File: src/rtl/dda_pkg.sv
// Shared definitions for the DDA run sequencer.
//   - default word/parameter-file sizes
//   - command opcodes
//   - sequencer state encoding
//   - parameter-file reset value
//   - run-length decode helper
package dda_pkg;

    localparam int DDA_N        = 16;
    localparam int DDA_REG_SIZE = 14;
    localparam int DDA_OUT_SIZE = 6;

    localparam logic [7:0] OP_LOAD   = 8'h01;
    localparam logic [7:0] OP_RUN    = 8'h02;
    localparam logic [7:0] OP_RELOAD = 8'h03;

    typedef enum logic [2:0] {
        ST_IDLE    = 3'd0,
        ST_LOAD    = 3'd1,
        ST_ARG     = 3'd2,
        ST_RUN     = 3'd3,
        ST_CAPTURE = 3'd4,
        ST_SEND    = 3'd5
    } seq_state_e;

    // icx=-1, icy=0.1, icz=25, sigma=10, beta=8/3, rho=28, dt=1/256 (posit16, MSB byte first)
    localparam logic [DDA_REG_SIZE*8-1:0] PARAMS_DEFAULT =
        112'hC000_14CD_7240_6A00_5555_7300_0400;

    // A run argument of zero means the longest run.
    function automatic logic [8:0] run_length(input logic [7:0] k);
        return (k == 8'd0) ? 9'd256 : {1'b0, k};
    endfunction

endpackage

File: src/rtl/dda_snapshot_tx.sv
// Snapshot latch and byte serialiser for the DDA state vector.
// On 'capture' it latches {x,y,z} and then presents the frame one byte at a time,
// MSB byte of x first, advancing only on tx_valid && tx_ready.
// Optional feature macro: DDA_SEQ_CHECKSUM_EN appends one byte holding the XOR
// of all snapshot bytes.
// Ports:
//   clk, rst       clock, synchronous active-high reset
//   capture        1-cycle strobe: latch x/y/z and start a frame
//   x, y, z        DDA state words
//   tx_data/valid  byte stream out
//   tx_ready       sink ready
//   done           high on the handshake of the final frame byte
module dda_snapshot_tx
    import dda_pkg::*;
#(
    parameter int N        = DDA_N,
    parameter int OUT_SIZE = DDA_OUT_SIZE
) (
    input  logic         clk,
    input  logic         rst,
    input  logic         capture,
    input  logic [N-1:0] x,
    input  logic [N-1:0] y,
    input  logic [N-1:0] z,
    output logic [7:0]   tx_data,
    output logic         tx_valid,
    input  logic         tx_ready,
    output logic         done
);

`ifdef DDA_SEQ_CHECKSUM_EN
    localparam int FRAME_SIZE = OUT_SIZE + 1;
`else
    localparam int FRAME_SIZE = OUT_SIZE;
`endif
    localparam int IDX_W = $clog2(FRAME_SIZE);

    logic [3*N-1:0]   snap_q, snap_d;
    logic [IDX_W-1:0] idx_q, idx_d;
    logic             active_q, active_d;
    logic [7:0]       cur_byte;
    logic             handshake;
`ifdef DDA_SEQ_CHECKSUM_EN
    logic [7:0]       checksum;
`endif

    // NOTE: every signal written in always_comb gets a default first, so no path leaves it unassigned (no latch).
    always_comb begin
        cur_byte = '0;
`ifdef DDA_SEQ_CHECKSUM_EN
        checksum = '0;
`endif
        for (int i = 0; i < OUT_SIZE; i++) begin
            if (idx_q == IDX_W'(i)) begin
                cur_byte = snap_q[3*N-1-8*i -: 8];
            end
`ifdef DDA_SEQ_CHECKSUM_EN
            checksum = checksum ^ snap_q[3*N-1-8*i -: 8];
`endif
        end
`ifdef DDA_SEQ_CHECKSUM_EN
        if (idx_q == IDX_W'(OUT_SIZE)) begin
            cur_byte = checksum;
        end
`endif
    end

    assign handshake = active_q && tx_ready;
    assign done      = handshake && (idx_q == IDX_W'(FRAME_SIZE - 1));
    assign tx_valid  = active_q;
    assign tx_data   = cur_byte;

    always_comb begin
        snap_d   = snap_q;
        idx_d    = idx_q;
        active_d = active_q;
        if (capture) begin
            snap_d   = {x, y, z};
            idx_d    = '0;
            active_d = 1'b1;
        end else if (handshake) begin
            if (done) begin
                active_d = 1'b0;
            end else begin
                idx_d = idx_q + 1'b1;
            end
        end
    end

    // NOTE: sequential state uses non-blocking assignments so every flop samples pre-edge values.
    always_ff @(posedge clk) begin
        if (rst) begin
            active_q <= 1'b0;
            idx_q    <= '0;
        end else begin
            active_q <= active_d;
            idx_q    <= idx_d;
        end
    end

    // NOTE: the snapshot data register has no reset; it is always written by capture before it is read.
    always_ff @(posedge clk) begin
        snap_q <= snap_d;
    end

endmodule

File: src/rtl/dda_run_sequencer.sv
// Byte-command controller for the Lorenz DDA integrator.
// Opcodes in IDLE: 0x01 LOAD (14 parameter bytes), 0x02 RUN (one length byte,
// 0 = 256 cycles), 0x03 RELOAD (pulse dda_load). After a run the x/y/z
// snapshot is streamed out through dda_snapshot_tx.
// Optional feature macro: DDA_SEQ_CHECKSUM_EN (adds an XOR byte to each frame).
// Ports:
//   clk, rst                  clock, synchronous active-high reset
//   rx_data/valid/ready       command byte stream in
//   tx_data/valid/ready       snapshot byte stream out
//   x, y, z                   DDA state words
//   dda_en                    integrator enable
//   dda_load                  1-cycle reload pulse
//   params                    parameter file, byte 0 in the top byte
//   busy                      state != IDLE
//   cmd_err                   1-cycle pulse on an unknown opcode
module dda_run_sequencer
    import dda_pkg::*;
#(
    parameter int N        = DDA_N,
    parameter int REG_SIZE = DDA_REG_SIZE,
    parameter int OUT_SIZE = DDA_OUT_SIZE
) (
    input  logic                  clk,
    input  logic                  rst,
    input  logic [7:0]            rx_data,
    input  logic                  rx_valid,
    output logic                  rx_ready,
    output logic [7:0]            tx_data,
    output logic                  tx_valid,
    input  logic                  tx_ready,
    input  logic [N-1:0]          x,
    input  logic [N-1:0]          y,
    input  logic [N-1:0]          z,
    output logic                  dda_en,
    output logic                  dda_load,
    output logic [REG_SIZE*8-1:0] params,
    output logic                  busy,
    output logic                  cmd_err
);

    localparam int PW    = REG_SIZE * 8;
    localparam int CNT_W = $clog2(REG_SIZE);

    seq_state_e       state_q, state_d;
    logic [CNT_W-1:0] byte_cnt_q, byte_cnt_d;
    logic [8:0]       run_cnt_q, run_cnt_d;
    logic [PW-1:0]    params_q, params_d;
    logic [PW-9:0]    shadow_q, shadow_d;   // first REG_SIZE-1 bytes of a LOAD
    logic             load_pulse_q, load_pulse_d;
    logic             cmd_err_q, cmd_err_d;
    logic             capture;
    logic             tx_done;
    logic             rx_fire;

    assign rx_fire = rx_valid && rx_ready;

    always_comb begin
        state_d      = state_q;
        byte_cnt_d   = byte_cnt_q;
        run_cnt_d    = run_cnt_q;
        params_d     = params_q;
        shadow_d     = shadow_q;
        load_pulse_d = 1'b0;
        cmd_err_d    = 1'b0;
        rx_ready     = 1'b0;
        dda_en       = 1'b0;
        capture      = 1'b0;

        case (state_q)
            ST_IDLE: begin
                rx_ready = 1'b1;
                if (rx_fire) begin
                    case (rx_data)
                        OP_LOAD: begin
                            state_d    = ST_LOAD;
                            byte_cnt_d = '0;
                        end
                        OP_RUN:    state_d      = ST_ARG;
                        OP_RELOAD: load_pulse_d = 1'b1;
                        default:   cmd_err_d    = 1'b1;
                    endcase
                end
            end
            ST_LOAD: begin
                rx_ready = 1'b1;
                if (rx_fire) begin
                    shadow_d = {shadow_q[PW-17:0], rx_data};
                    if (byte_cnt_q == CNT_W'(REG_SIZE - 1)) begin
                        // Whole file committed in one cycle: params never show a partial load.
                        params_d     = {shadow_q, rx_data};
                        load_pulse_d = 1'b1;
                        state_d      = ST_IDLE;
                    end else begin
                        byte_cnt_d = byte_cnt_q + 1'b1;
                    end
                end
            end
            ST_ARG: begin
                rx_ready = 1'b1;
                if (rx_fire) begin
                    run_cnt_d = run_length(rx_data);
                    state_d   = ST_RUN;
                end
            end
            ST_RUN: begin
                dda_en = 1'b1;
                if (run_cnt_q == 9'd1) begin
                    state_d = ST_CAPTURE;
                end else begin
                    run_cnt_d = run_cnt_q - 9'd1;
                end
            end
            ST_CAPTURE: begin
                // First cycle with dda_en low: x/y/z reflect the completed run.
                capture = 1'b1;
                state_d = ST_SEND;
            end
            ST_SEND: begin
                if (tx_done) begin
                    state_d = ST_IDLE;
                end
            end
            default: state_d = ST_IDLE;
        endcase
    end

    always_ff @(posedge clk) begin
        if (rst) begin
            state_q      <= ST_IDLE;
            byte_cnt_q   <= '0;
            run_cnt_q    <= '0;
            params_q     <= PARAMS_DEFAULT;
            load_pulse_q <= 1'b0;
            cmd_err_q    <= 1'b0;
        end else begin
            state_q      <= state_d;
            byte_cnt_q   <= byte_cnt_d;
            run_cnt_q    <= run_cnt_d;
            params_q     <= params_d;
            load_pulse_q <= load_pulse_d;
            cmd_err_q    <= cmd_err_d;
        end
    end

    always_ff @(posedge clk) begin
        shadow_q <= shadow_d;
    end

    dda_snapshot_tx #(
        .N        (N),
        .OUT_SIZE (OUT_SIZE)
    ) u_snapshot_tx (
        .clk      (clk),
        .rst      (rst),
        .capture  (capture),
        .x        (x),
        .y        (y),
        .z        (z),
        .tx_data  (tx_data),
        .tx_valid (tx_valid),
        .tx_ready (tx_ready),
        .done     (tx_done)
    );

    assign params   = params_q;
    assign dda_load = load_pulse_q;
    assign cmd_err  = cmd_err_q;
    assign busy     = (state_q != ST_IDLE);

endmodule

File: config.mk
export PLATFORM = sky130hd
export DESIGN_NAME = dda_run_sequencer
export DESIGN_NICKNAME = d
export VERILOG_FILES = /design/src/rtl/dda_pkg.sv /design/src/rtl/dda_snapshot_tx.sv /design/src/rtl/dda_run_sequencer.sv
export SDC_FILE = /design/constraint.sdc
export NUM_CORES = 1
export LEC_CHECK = 0
export ABC_AREA = 1
export ABC_CLOCK_PERIOD_IN_PS = 6100
export CAP_MARGIN = 40
export CORE_UTILIZATION = 52
export DETAILED_ROUTE_END_ITERATION = 10
export PLACE_DENSITY = 0.79
export SLEW_MARGIN = 10
export SYNTH_ARGS = -nofsm -noshare
export SYNTH_HDL_FRONTEND = slang
export SYNTH_SLANG_ARGS = --single-unit
export TNS_END_PERCENT = 10
File: constraint.sdc
create_clock -name clk -period 6.1 [get_ports clk]
set_clock_uncertainty 0.05 [all_clocks]
set_input_delay 0.61 -clock clk [delete_from_list [all_inputs] [get_ports clk]]
set_output_delay 0.61 -clock clk [all_outputs]
set_load 0.05 [all_outputs]
==> flow_summary_export.csv, run 1 <==
group,metric,value,unit
worst_setup_path,start_kind,"flip-flop",
worst_setup_path,crit_fanout,9,
die,die_y,143,µm
run,maxCapViolCount,0,
worst_setup_path,reg2reg_from,"state_q[0]",
clock_tree,cts_hold_buf,0,
routing,wl_per_cell,16.3,µm
synth,ys_warn_count,0,
clock_tree,post_cts_buffers,0,
synth,ys_types,29,
synth,synthTopCellsByCount,"315 x nand2_1, 152 x edfxtp_1, 134 x dfxtp_1, 96 x a21oi_1, 76 x nand3_1",
synth,syn_nets,1053,
worst_setup_path,crit_required,5.44,ns
grt,grt_pass1_vias,7145,
worst_setup_path,crit_path_start,"u_snapshot_tx.idx_q[1]",
routing,drtIter0Drc,537,
final_layout,layout.nets,1233,
routing,viasPerCell,5.21,
synth,synth_area,10400,µm²
synth,yosys.cell_count.top_type,"nand2_1",
routing,ant_nets,0,
routing,wl,23600,µm
die,die_area,20500,µm²
worst_setup_path,end_kind,"output pin",
power,powerDensity,359,nW/µm²
synth,syn_inst,984,
synth,netlist.area_leader.share,44.0,%
timing,period_needed,3.90,ns
final_layout,fillers,1461,
die,start_util,53.2,%
outcome,status,"completed",
clock_tree,tritoncts,"yes",
grt,antenna_found_initial,0,
final_layout,area_delta_synth_final,28.8,%
timing,setup-violations-final,0,
synth,synth_area_leaders,"edfxtp_1 44%, dfxtp_1 26%, nand2_1 11%, a21oi_1 4.6%, nand3_1 3.7%",
grt,grt_pass1_wl,36600,µm
die,fp.coreArea,19500,µm²
grt,use_met3,3.40,%
final_layout,drive_gt1_share,5.74,%
worst_setup_path,regToRegSetupSlack,3.50,ns
place,dp_cells,1400,
clock_tree,clock-root-buffer,"clkbuf_16",
power,leakage,0.00488,µW
final_layout,final_area,13400,µm²
timing,tightest_slew,0.765,ns
power,ir_drop,0.293,mV
synth,synth_seq_cells,286,
grt,grt_max_degree,76,
timing,fmax,256,MHz
clock_tree,clock_path_buffers,3,
grt,met1_usage,30.1,%
timing,hold_violations,0,
worst_setup_path,worst_r2r_path_depth,7,
worst_setup_path,arrival,3.24,ns
routing,vias,7552,
grt,gr-max-usage-layer,"met2",
synth,yosysSeqAreaShare,69.8,%
die,io_pins,186,
timing,rsz0062_at_grt,"false",
clock_tree,cts.sinks,286,
timing,fin_crit_sh,64.0,%
clock_tree,path_clk_slew,0.07,ns
clock_tree,cts_max_level,1,
place,dp_hpwl,15200,µm
synth,synth_area_leader_cell,"edfxtp_1",
timing,maxSlewHeadroom,49.0,%
die,placement_rows,51,
final_layout,final_cells,1450,
synth,synth_ff_type,"edfxtp_1",
synth,post_synth.cell_area_avg,10.6,µm²
place,gp_congestion,0.883,
synth,synth-edff-count,152,
clock_tree,clock_insertion_delay_worst_skew,0.54,ns
synth,synthArstFlopShare,0,%
final_layout,diodes,0,
worst_hold_path,whs_path_depth,0,
place,postPlaceCellArea,12500,µm²
timing,timing_max_transition_violations_final,0,
worst_setup_path,critPathKind,"flip-flop to output pin",
worst_hold_path,min_path_type,"flip-flop to flip-flop",
timing,totalNegativeSetupSlack,0,ns
routing,drc_errors,0,
grt,track_usage,22.8,%
grt,use_met2,38.8,%
place,io_buffers,185,
die,die_w,143,µm
routing,drtPass1Iterations,6,
grt,grt_overflow_total,0,
clock_tree,postCtsResizedCells,0,
clock_tree,cts_buffers,27,
worst_setup_path,r2r-end,"params[99]",
worst_setup_path,crit_end,"tx_data[1]",
-- worst min-delay path by stage --
stage,startpoint,endpoint
6_report,shadow_q[39],shadow_q[47]
5_1_grt,shadow_q[26],shadow_q[34]
4_1_cts,shadow_q[39],shadow_q[47]
3_5_place_dp,shadow_q[70],shadow_q[78]
3_3_place_gp,shadow_q[102],params[110]
2_1_floorplan,shadow_q[102],params[110]
-- worst max-delay path, stage by stage, from the launching register on --
cell and delay, ns:
dfxtp_1 0.33, inv_1 0.11, ha_1 0.18, clkinv_1 0.24, nor2_1 0.47, nand2_1 0.13, nand3_1 0.12, o211ai_1 0.12
nand3_1 0.10, nand2_1 0.06, nand2_1 0.05, clkdlybuf4s50_1 0.80
-- cell type report --
class | count | area, µm² | area share (%)
Multi-Input combinational cell | 612 | 2750 | 20.6
Timing Repair Buffer | 194 | 1980 | 14.8
Tap cell | 265 | 332 | 2.48
Clock buffer | 39 | 792 | 5.92
Inverter | 43 | 164 | 1.23
Clock inverter | 11 | 111 | 0.833
Sequential cell | 286 | 7250 | 54.2
-- cells by family (layout without fill, tap and decap cells) --
group	Yosys count	count (layout)	synth area share, %
compound gates	133	133	6.74
xor+xnor	2	2	0.169
fa+ha+maj	9	9	1.08
buf+inv	86	287	3.94
flops	286	286	69.8
simple gates	468	468	18.3
-- flip-flops by register name, indices dropped and copies added (netlist names) --
register	count
params	112
u_snapshot_tx.tx_valid	1
dda_load	1
cmd_err	1
state_q	3
u_snapshot_tx.snap_q	48
u_snapshot_tx.idx_q	3
shadow_q	104
byte_cnt_q	4
run_cnt_q	9
-- report_power, final --
group	switching, µW	total (µW)	internal, µW	leakage (µW)
Combinational	556	809	252	0.00197
Sequential	86.9	2310	2220	0.00246
Clock	699	1690	987	0.000448
-- stage by stage --
stage	power (µW)	setup slack, ns	hold WS [ns]	utilization (%)
detailed placement	3150	2.81	0.382	63.8
CTS	4830	2.21	0.389	68.5
floorplan	2880	0.461	0.372	-
global route	4990	2.00	0.399	68.5
global placement	3110	2.99	0.377	63.4
finish	4800	2.20	0.383	68.5
-- per-layer routing --
metal  share of wire, %  wire length, µm
met5                  0                0
met1                 42             9860
met3                5.6             1320
met4                3.0              706
met2                 50            11700
-- cell usage in the layout, fill, tap and decap left out, types with 4 or more instances in the layout --
cell / count
a21oi_1: 96
buf_4: 7
clkbuf_1: 6
clkbuf_16: 28
clkbuf_8: 5
clkdlybuf4s50_1: 184
clkinv_2: 7
dfxtp_1: 134
edfxtp_1: 152
ha_1: 9
inv_1: 37
nand2_1: 315
nand3_1: 76
nand4_1: 4
nor2_1: 62
o211ai_1: 8
o21ai_0: 26
Power figures use the tool's default switching activity.
==> run 2: changes to the inputs <==
--- a/config.mk
+++ b/config.mk
@@ -6,11 +6,11 @@
 export NUM_CORES = 1
 export LEC_CHECK = 0
 export ABC_AREA = 1
-export ABC_CLOCK_PERIOD_IN_PS = 6100
+export ABC_CLOCK_PERIOD_IN_PS = 3200
 export CAP_MARGIN = 40
-export CORE_UTILIZATION = 52
+export CORE_UTILIZATION = 47
 export DETAILED_ROUTE_END_ITERATION = 10
-export PLACE_DENSITY = 0.79
+export PLACE_DENSITY = 0.75
 export SLEW_MARGIN = 10
 export SYNTH_ARGS = -nofsm -noshare
 export SYNTH_HDL_FRONTEND = slang
==> constraint.sdc (replaced) <==
create_clock -name clk -period 3.2 [get_ports clk]
set_clock_uncertainty 0.05 [all_clocks]
set_input_delay 0.32 -clock clk [delete_from_list [all_inputs] [get_ports clk]]
set_output_delay 0.32 -clock clk [all_outputs]
set_load 0.05 [all_outputs]
==> run 2 against run 1 <==
Final area rose by 0.28%. Cell count rose by 1.6%. Routed wire length fell by 3.4%. Register-to-register slack got worse by 2.4 ns. Die area rose by 10%. Sequential share of layout area fell by 0.15 points. Flip-flop and latch count did not move. Combinational power rose by 84%. Sequential power rose by 90%. Non-clock buffer count rose by 4. Global-route usage fell by 2.8 points. Critical path type unchanged. Largest power group unchanged.
==> flow_summary_export.csv, run 2 (synthesis gave the netlist of run 1 again) <==
group,metric,value,unit
final_layout,final_cells,1473,
timing,rsz0062_at_grt,"false",
power,leakage,0.00491,µW
timing,fin_crit_sh,90.2,%
clock_tree,cts_max_level,1,
grt,grt_overflow_total,0,
clock_tree,tritoncts,"yes",
worst_setup_path,crit_fanout,9,
run,maxCapViolCount,0,
final_layout,final_common_cell,"nand2_1",
worst_setup_path,arrival,2.52,ns
timing,tightest_slew,0.757,ns
worst_setup_path,end_kind,"output pin",
timing,timing_max_transition_violations_final,0,
place,place_worst_setup_slack,0.263,ns
timing,setup_ws,0.313,ns
power,ir_drop,0.570,mV
grt,grt_pass1_vias,7139,
clock_tree,clock-root-buffer,"clkbuf_16",
routing,drc_errors,0,
die,die_area,22700,µm²
die,die_w,151,µm
final_layout,drive_gt1_share,6.96,%
routing,drtIter0Drc,370,
routing,ant_nets,0,
routing,drtPass1Iterations,5,
timing,period_needed,2.89,ns
die,fp.coreArea,21800,µm²
place,dp_hpwl,15100,µm
die,io_pins,186,
place,dp_cells,1419,
timing,setup-violations-final,0,
clock_tree,clock_path_buffers,3,
place,gp_congestion,0.824,
clock_tree,cts_hold_buf,0,
grt,antenna_found_initial,0,
clock_tree,path_clk_slew,0.06,ns
routing,wl_per_cell,15.5,µm
die,placement_rows,54,
die,die_y,151,µm
final_layout,multiInputGateArea,2750,µm²
worst_hold_path,min_path_type,"primary input to flip-flop",
grt,grt_pass1_wl,35500,µm
routing,vias,7380,
worst_setup_path,critPathKind,"flip-flop to output pin",
grt,track_usage,20.0,%
clock_tree,cts_buffers,29,
place,io_buffers,185,
routing,wl,22800,µm
final_layout,fillers,1801,
die,start_util,47.7,%
worst_setup_path,start_kind,"flip-flop",
routing,viasPerCell,5.01,
timing,maxSlewHeadroom,49.2,%
clock_tree,post_cts_buffers,0,
final_layout,final-seq-area,7250,µm²
clock_tree,cts.sinks,286,
final_layout,area_delta_synth_final,29.1,%
final_layout,largest_reg_flops,112,
final_layout,diodes,0,
final_layout,layout.nets,1239,
final_layout,mostFrequentLayoutCells,"315 x nand2_1, 176 x clkdlybuf4s50_1, 152 x edfxtp_1",
outcome,status,"completed",
power,powerDensity,678,nW/µm²
worst_setup_path,crit_required,2.83,ns
timing,totalNegativeSetupSlack,0,ns
timing,hold_violations,0,
timing,fmax,346,MHz
clock_tree,clock_insertion_delay_worst_skew,0.54,ns
grt,grt_max_degree,105,
## run 2: final timing paths
kind	end	depth (start not counted)	slack, ns	start
worst max-delay path	tx_data[2]	11	0.31	u_snapshot_tx.idx_q[1]
worst min-delay path	run_cnt_q[2]	3	0.28	rst
worst max register to register	params[95]	9	1.09	byte_cnt_q[1]
worst min register to register	shadow_q[60]	0	0.39	shadow_q[52]
## run 2: per-layer routing
| metal | wire length, µm | vias to the layer above | track usage, % |
|---|---|---|---|
| met4 | 537 | 0 | 5.80 |
| li1 | - | 3666 | - |
| met5 | 0 | - | 0 |
| met1 | 9800 | 3451 | 26.1 |
| met2 | 11100 | 218 | 33.7 |
| met3 | 1370 | 45 | 3.73 |
## run 2: layout make-up
| class | count | area share, % |
|---|---|---|
| clock buffers | 37 | 5.71 |
| clock inverters | 17 | 1.11 |
| inverters | 43 | 1.22 |
| multi-input cells | 612 | 20.5 |
| flip-flops and latches | 286 | 54.0 |
| well taps | 280 | 2.61 |
| repair buffers | 198 | 14.8 |
## run 2: repair_timing
item | in CTS | in global routing
gates resized for setup | 5 | 8
pin swaps | 0 | 0
endpoints found under the setup margin | 4 | 4
## run 2: through the flow
step / power [µW] / utilization (%) / hold slack [ns] / area (µm²)
finish: 9090 / 61.6 / 0.276 / 13400
global route: 9490 / 61.6 / 0.265 / 13400
CTS: 9180 / 61.7 / 0.252 / 13400
detailed placement: 5980 / 57.5 / 0.382 / 12500
global placement: 5950 / 57.3 / 0.374 / 12500
floorplan: 5480 / - / 0.369 / 10400
## run 2: power breakdown
part	internal, µW	switching [µW]
sequential	4230	153
combinational	439	1050
clock	1860	1360
total	6530	2560
## run 2: worst max-delay path, cell delays in order, from the launching register on
cell and delay, ns:
dfxtp_1 0.33, inv_1 0.10, ha_1 0.18, clkinv_1 0.23
nor2_2 0.33, nand2_1 0.09, nand3_1 0.09, o211ai_1 0.10
nand3_1 0.10, nand2_1 0.08, nand2_1 0.06, clkbuf_2 0.27
==> run 3: changes to the inputs <==
--- a/config.mk
+++ b/config.mk
@@ -5,12 +5,12 @@
 export SDC_FILE = /design/constraint.sdc
 export NUM_CORES = 1
 export LEC_CHECK = 0
-export ABC_AREA = 1
 export ABC_CLOCK_PERIOD_IN_PS = 3200
 export CAP_MARGIN = 40
 export CORE_UTILIZATION = 47
 export DETAILED_ROUTE_END_ITERATION = 10
-export PLACE_DENSITY = 0.75
+export PLACE_DENSITY = 0.76
+export REMOVE_ABC_BUFFERS = 1
 export SLEW_MARGIN = 10
 export SYNTH_ARGS = -nofsm -noshare
 export SYNTH_HDL_FRONTEND = slang
==> run 3 against run 2 <==
Via count decreased by 2.9%. Synthesized area down 1.4%. Register-to-register slack better by 0.07 ns. Routed wire length down 1.7%. Synthesized cell count is 11% lower. Hold slack got worse by 0.17 ns. Clock-buffer cell count increased by 11. Flip-flop and latch count is the same. Largest power group unchanged.
==> flow_summary_export.csv, run 3 <==
group,metric,value,unit
clock_tree,tritoncts,"yes",
power,ir_drop,0.421,mV
die,die_y,150,µm
grt,track_usage,19.9,%
clock_tree,cts_buffers,29,
worst_setup_path,critPathKind,"flip-flop to output pin",
worst_setup_path,crit_required,2.83,ns
grt,grt_pass1_wl,35200,µm
synth,synth-edff-count,152,
grt,grt_max_degree,113,
clock_tree,cts_hold_buf,0,
timing,totalNegativeSetupSlack,0,ns
routing,viasPerCell,5.34,
power,sequentialPowerShare,53.2,%
final_layout,fillers,1686,
place,dp_hpwl,14000,µm
clock_tree,cts_max_level,1,
clock_tree,clock-root-buffer,"clkbuf_16",
routing,drtIter0Drc,550,
worst_setup_path,max_stage_delay,0.45,ns
place,gp_congestion,0.851,
place,postPlaceCellArea,12300,µm²
timing,fmax,334,MHz
synth,ys_types,55,
outcome,status,"completed",
final_layout,final_common_cell,"nand2_1",
power,power.net_switching,1380,µW
worst_hold_path,min_path_type,"primary input to flip-flop",
worst_setup_path,crit_fanout,10,
die,fp.coreArea,21200,µm²
synth,yosysSeqAreaShare,70.8,%
timing,period_needed,2.99,ns
power,clockPowerShare,45.0,%
routing,wl,22400,µm
synth,ys_warn_count,0,
synth,post_synth.cell_area_avg,11.7,µm²
clock_tree,clock_insertion_delay_worst_skew,0.53,ns
worst_setup_path,arrival,2.62,ns
timing,setup-violations-final,0,
grt,grt_pass1_vias,6895,
die,placement_rows,53,
synth,synth_ff_type,"edfxtp_1",
power,powerDensity,543,nW/µm²
power,leakage,0.00455,µW
grt,antenna_found_initial,0,
routing,ant_nets,0,
worst_setup_path,crit_path_top_delay_cell,"a2111oi_1",
synth,synth_seq_cells,286,
die,die_area,22400,µm²
worst_setup_path,crit_buf_inv,2,
clock_tree,clock_path_buffers,3,
timing,maxSlewHeadroom,53.3,%
timing,tightest_slew,0.701,ns
synth,synthArstFlopShare,0,%
final_layout,mostFrequentLayoutCells,"244 x nand2_1, 176 x clkdlybuf4s50_1, 152 x edfxtp_1",
worst_setup_path,crit_path_cell_trace,"inv_1, ha_1, nor2b_4, a221oi_1, a2111oi_1, a221o_1, buf_12",
synth,netlist.area_leader.share,44.6,%
timing,fin_crit_sh,93.5,%
final_layout,final_area,13300,µm²
synth,synth_area,10200,µm²
final_layout,diodes,0,
timing,timing_max_transition_violations_final,0,
worst_setup_path,crit_family,"compound AO/OA/AOI/OAI gates",
synth,synth_area_leaders,"edfxtp_1 45%, dfxtp_1 26%, nand2_1 8.9%, a21oi_1 4.9%, nand3_1 1.7%",
synth,synth_area_leader_cell,"edfxtp_1",
routing,vias,7166,
timing,holdWs,0.110,ns
timing,hold_violations,0,
grt,grt_overflow_total,0,
final_layout,area_delta_synth_final,29.7,%
power,p_int,5830,µW
die,io_pins,186,
final_layout,drive_gt1_share,6.84,%
worst_setup_path,end_kind,"output pin",
clock_tree,path_clk_slew,0.06,ns
place,io_buffers,185,
synth,syn_inst,872,
run,maxCapViolCount,0,
worst_setup_path,start_kind,"flip-flop",
synth,yosys.cell_count.top_type,"nand2_1",
die,die_w,150,µm
power,pwr-share-comb,1.8,%
die,start_util,48.2,%
routing,drtPass1Iterations,6,
power,switching_share,19.2,%
routing,wl_per_cell,16.7,µm
final_layout,largest_reg_flops,112,
final_layout,layout.nets,1114,
synth,synthTopCellsByCount,"244 x nand2_1, 152 x edfxtp_1, 134 x dfxtp_1, 100 x a21oi_1, 34 x nand3_1",
clock_tree,cts.sinks,286,
routing,drc_errors,0,
## run 3: cell type report
type,instances,area (µm²),area share [%]
timing repair buffer,198,2050,15.4
clock buffer,48,868,6.54
multi-input combinational,515,2650,20.0
sequential,286,7250,54.6
clock inverter,6,60.1,0.452
inverter,15,56.3,0.424
tap,275,344,2.59
## run 3: final timing paths
| path | startpoint | end | slack (ns) | cells after the start |
|---|---|---|---|---|
| hold reg to reg | shadow_q[15] | shadow_q[23] | 0.40 | 0 |
| hold / removal | rst | state_q[2] | 0.11 | 2 |
| setup reg to reg | state_q[1] | params[41] | 1.16 | 5 |
| setup / recovery | u_snapshot_tx.idx_q[0] | tx_data[0] | 0.21 | 7 |
## run 3: repair_timing
action	in CTS	in global routing
buffers inserted	0	0
gates resized for setup	2	2
setup endpoints to repair	5	2
## run 3: kinds of logic (layout without fill, tap and decap cells)
| logic type | Yosys count | in the layout | share of synthesized area, % |
|---|---|---|---|
| compound gates | 172 | 172 | 10.4 |
| xor+xnor | 1 | 1 | 0.0856 |
| fa+ha+maj | 9 | 9 | 1.10 |
| buf+inv | 71 | 267 | 3.50 |
| flops | 286 | 286 | 70.8 |
| mux | 2 | 2 | 0.196 |
| simple gates | 331 | 331 | 14.0 |
## run 3: per-layer routing
| layer | up-vias | share of wire (%) | routed length [µm] | track usage (%) |
|---|---|---|---|---|
| met5 | - | 0 | 0 | 0 |
| met1 | 3457 | 43 | 9650 | 27.0 |
| met2 | 232 | 47 | 10600 | 31.9 |
| li1 | 3429 | - | - | - |
| met3 | 48 | 6.5 | 1460 | 3.69 |
| met4 | 0 | 3.1 | 697 | 7.45 |
## run 3: per-stage QoR
step	instances	utilization (%)	power, µW	worst slack (ns)
5_1_grt	1343	62.6	7460	-0.00103
6_report	1343	62.6	7220	0.209
4_1_cts	1343	62.6	7300	0.0938
3_3_place_gp	1289	58.2	4050	0.553
3_5_place_dp	1289	58.2	4050	0.313
2_1_floorplan	816	-	3940	-1.74
## run 3: power groups by stage
stage / logic (µW) / clock network, µW / registers, µW
finish: 133 / 3240 / 3840
global route: 142 / 3480 / 3840
floorplan: 16.0 / 0 / 3920
CTS: 134 / 3330 / 3840
detailed placement: 134 / 0 / 3920
global placement: 131 / 0 / 3920
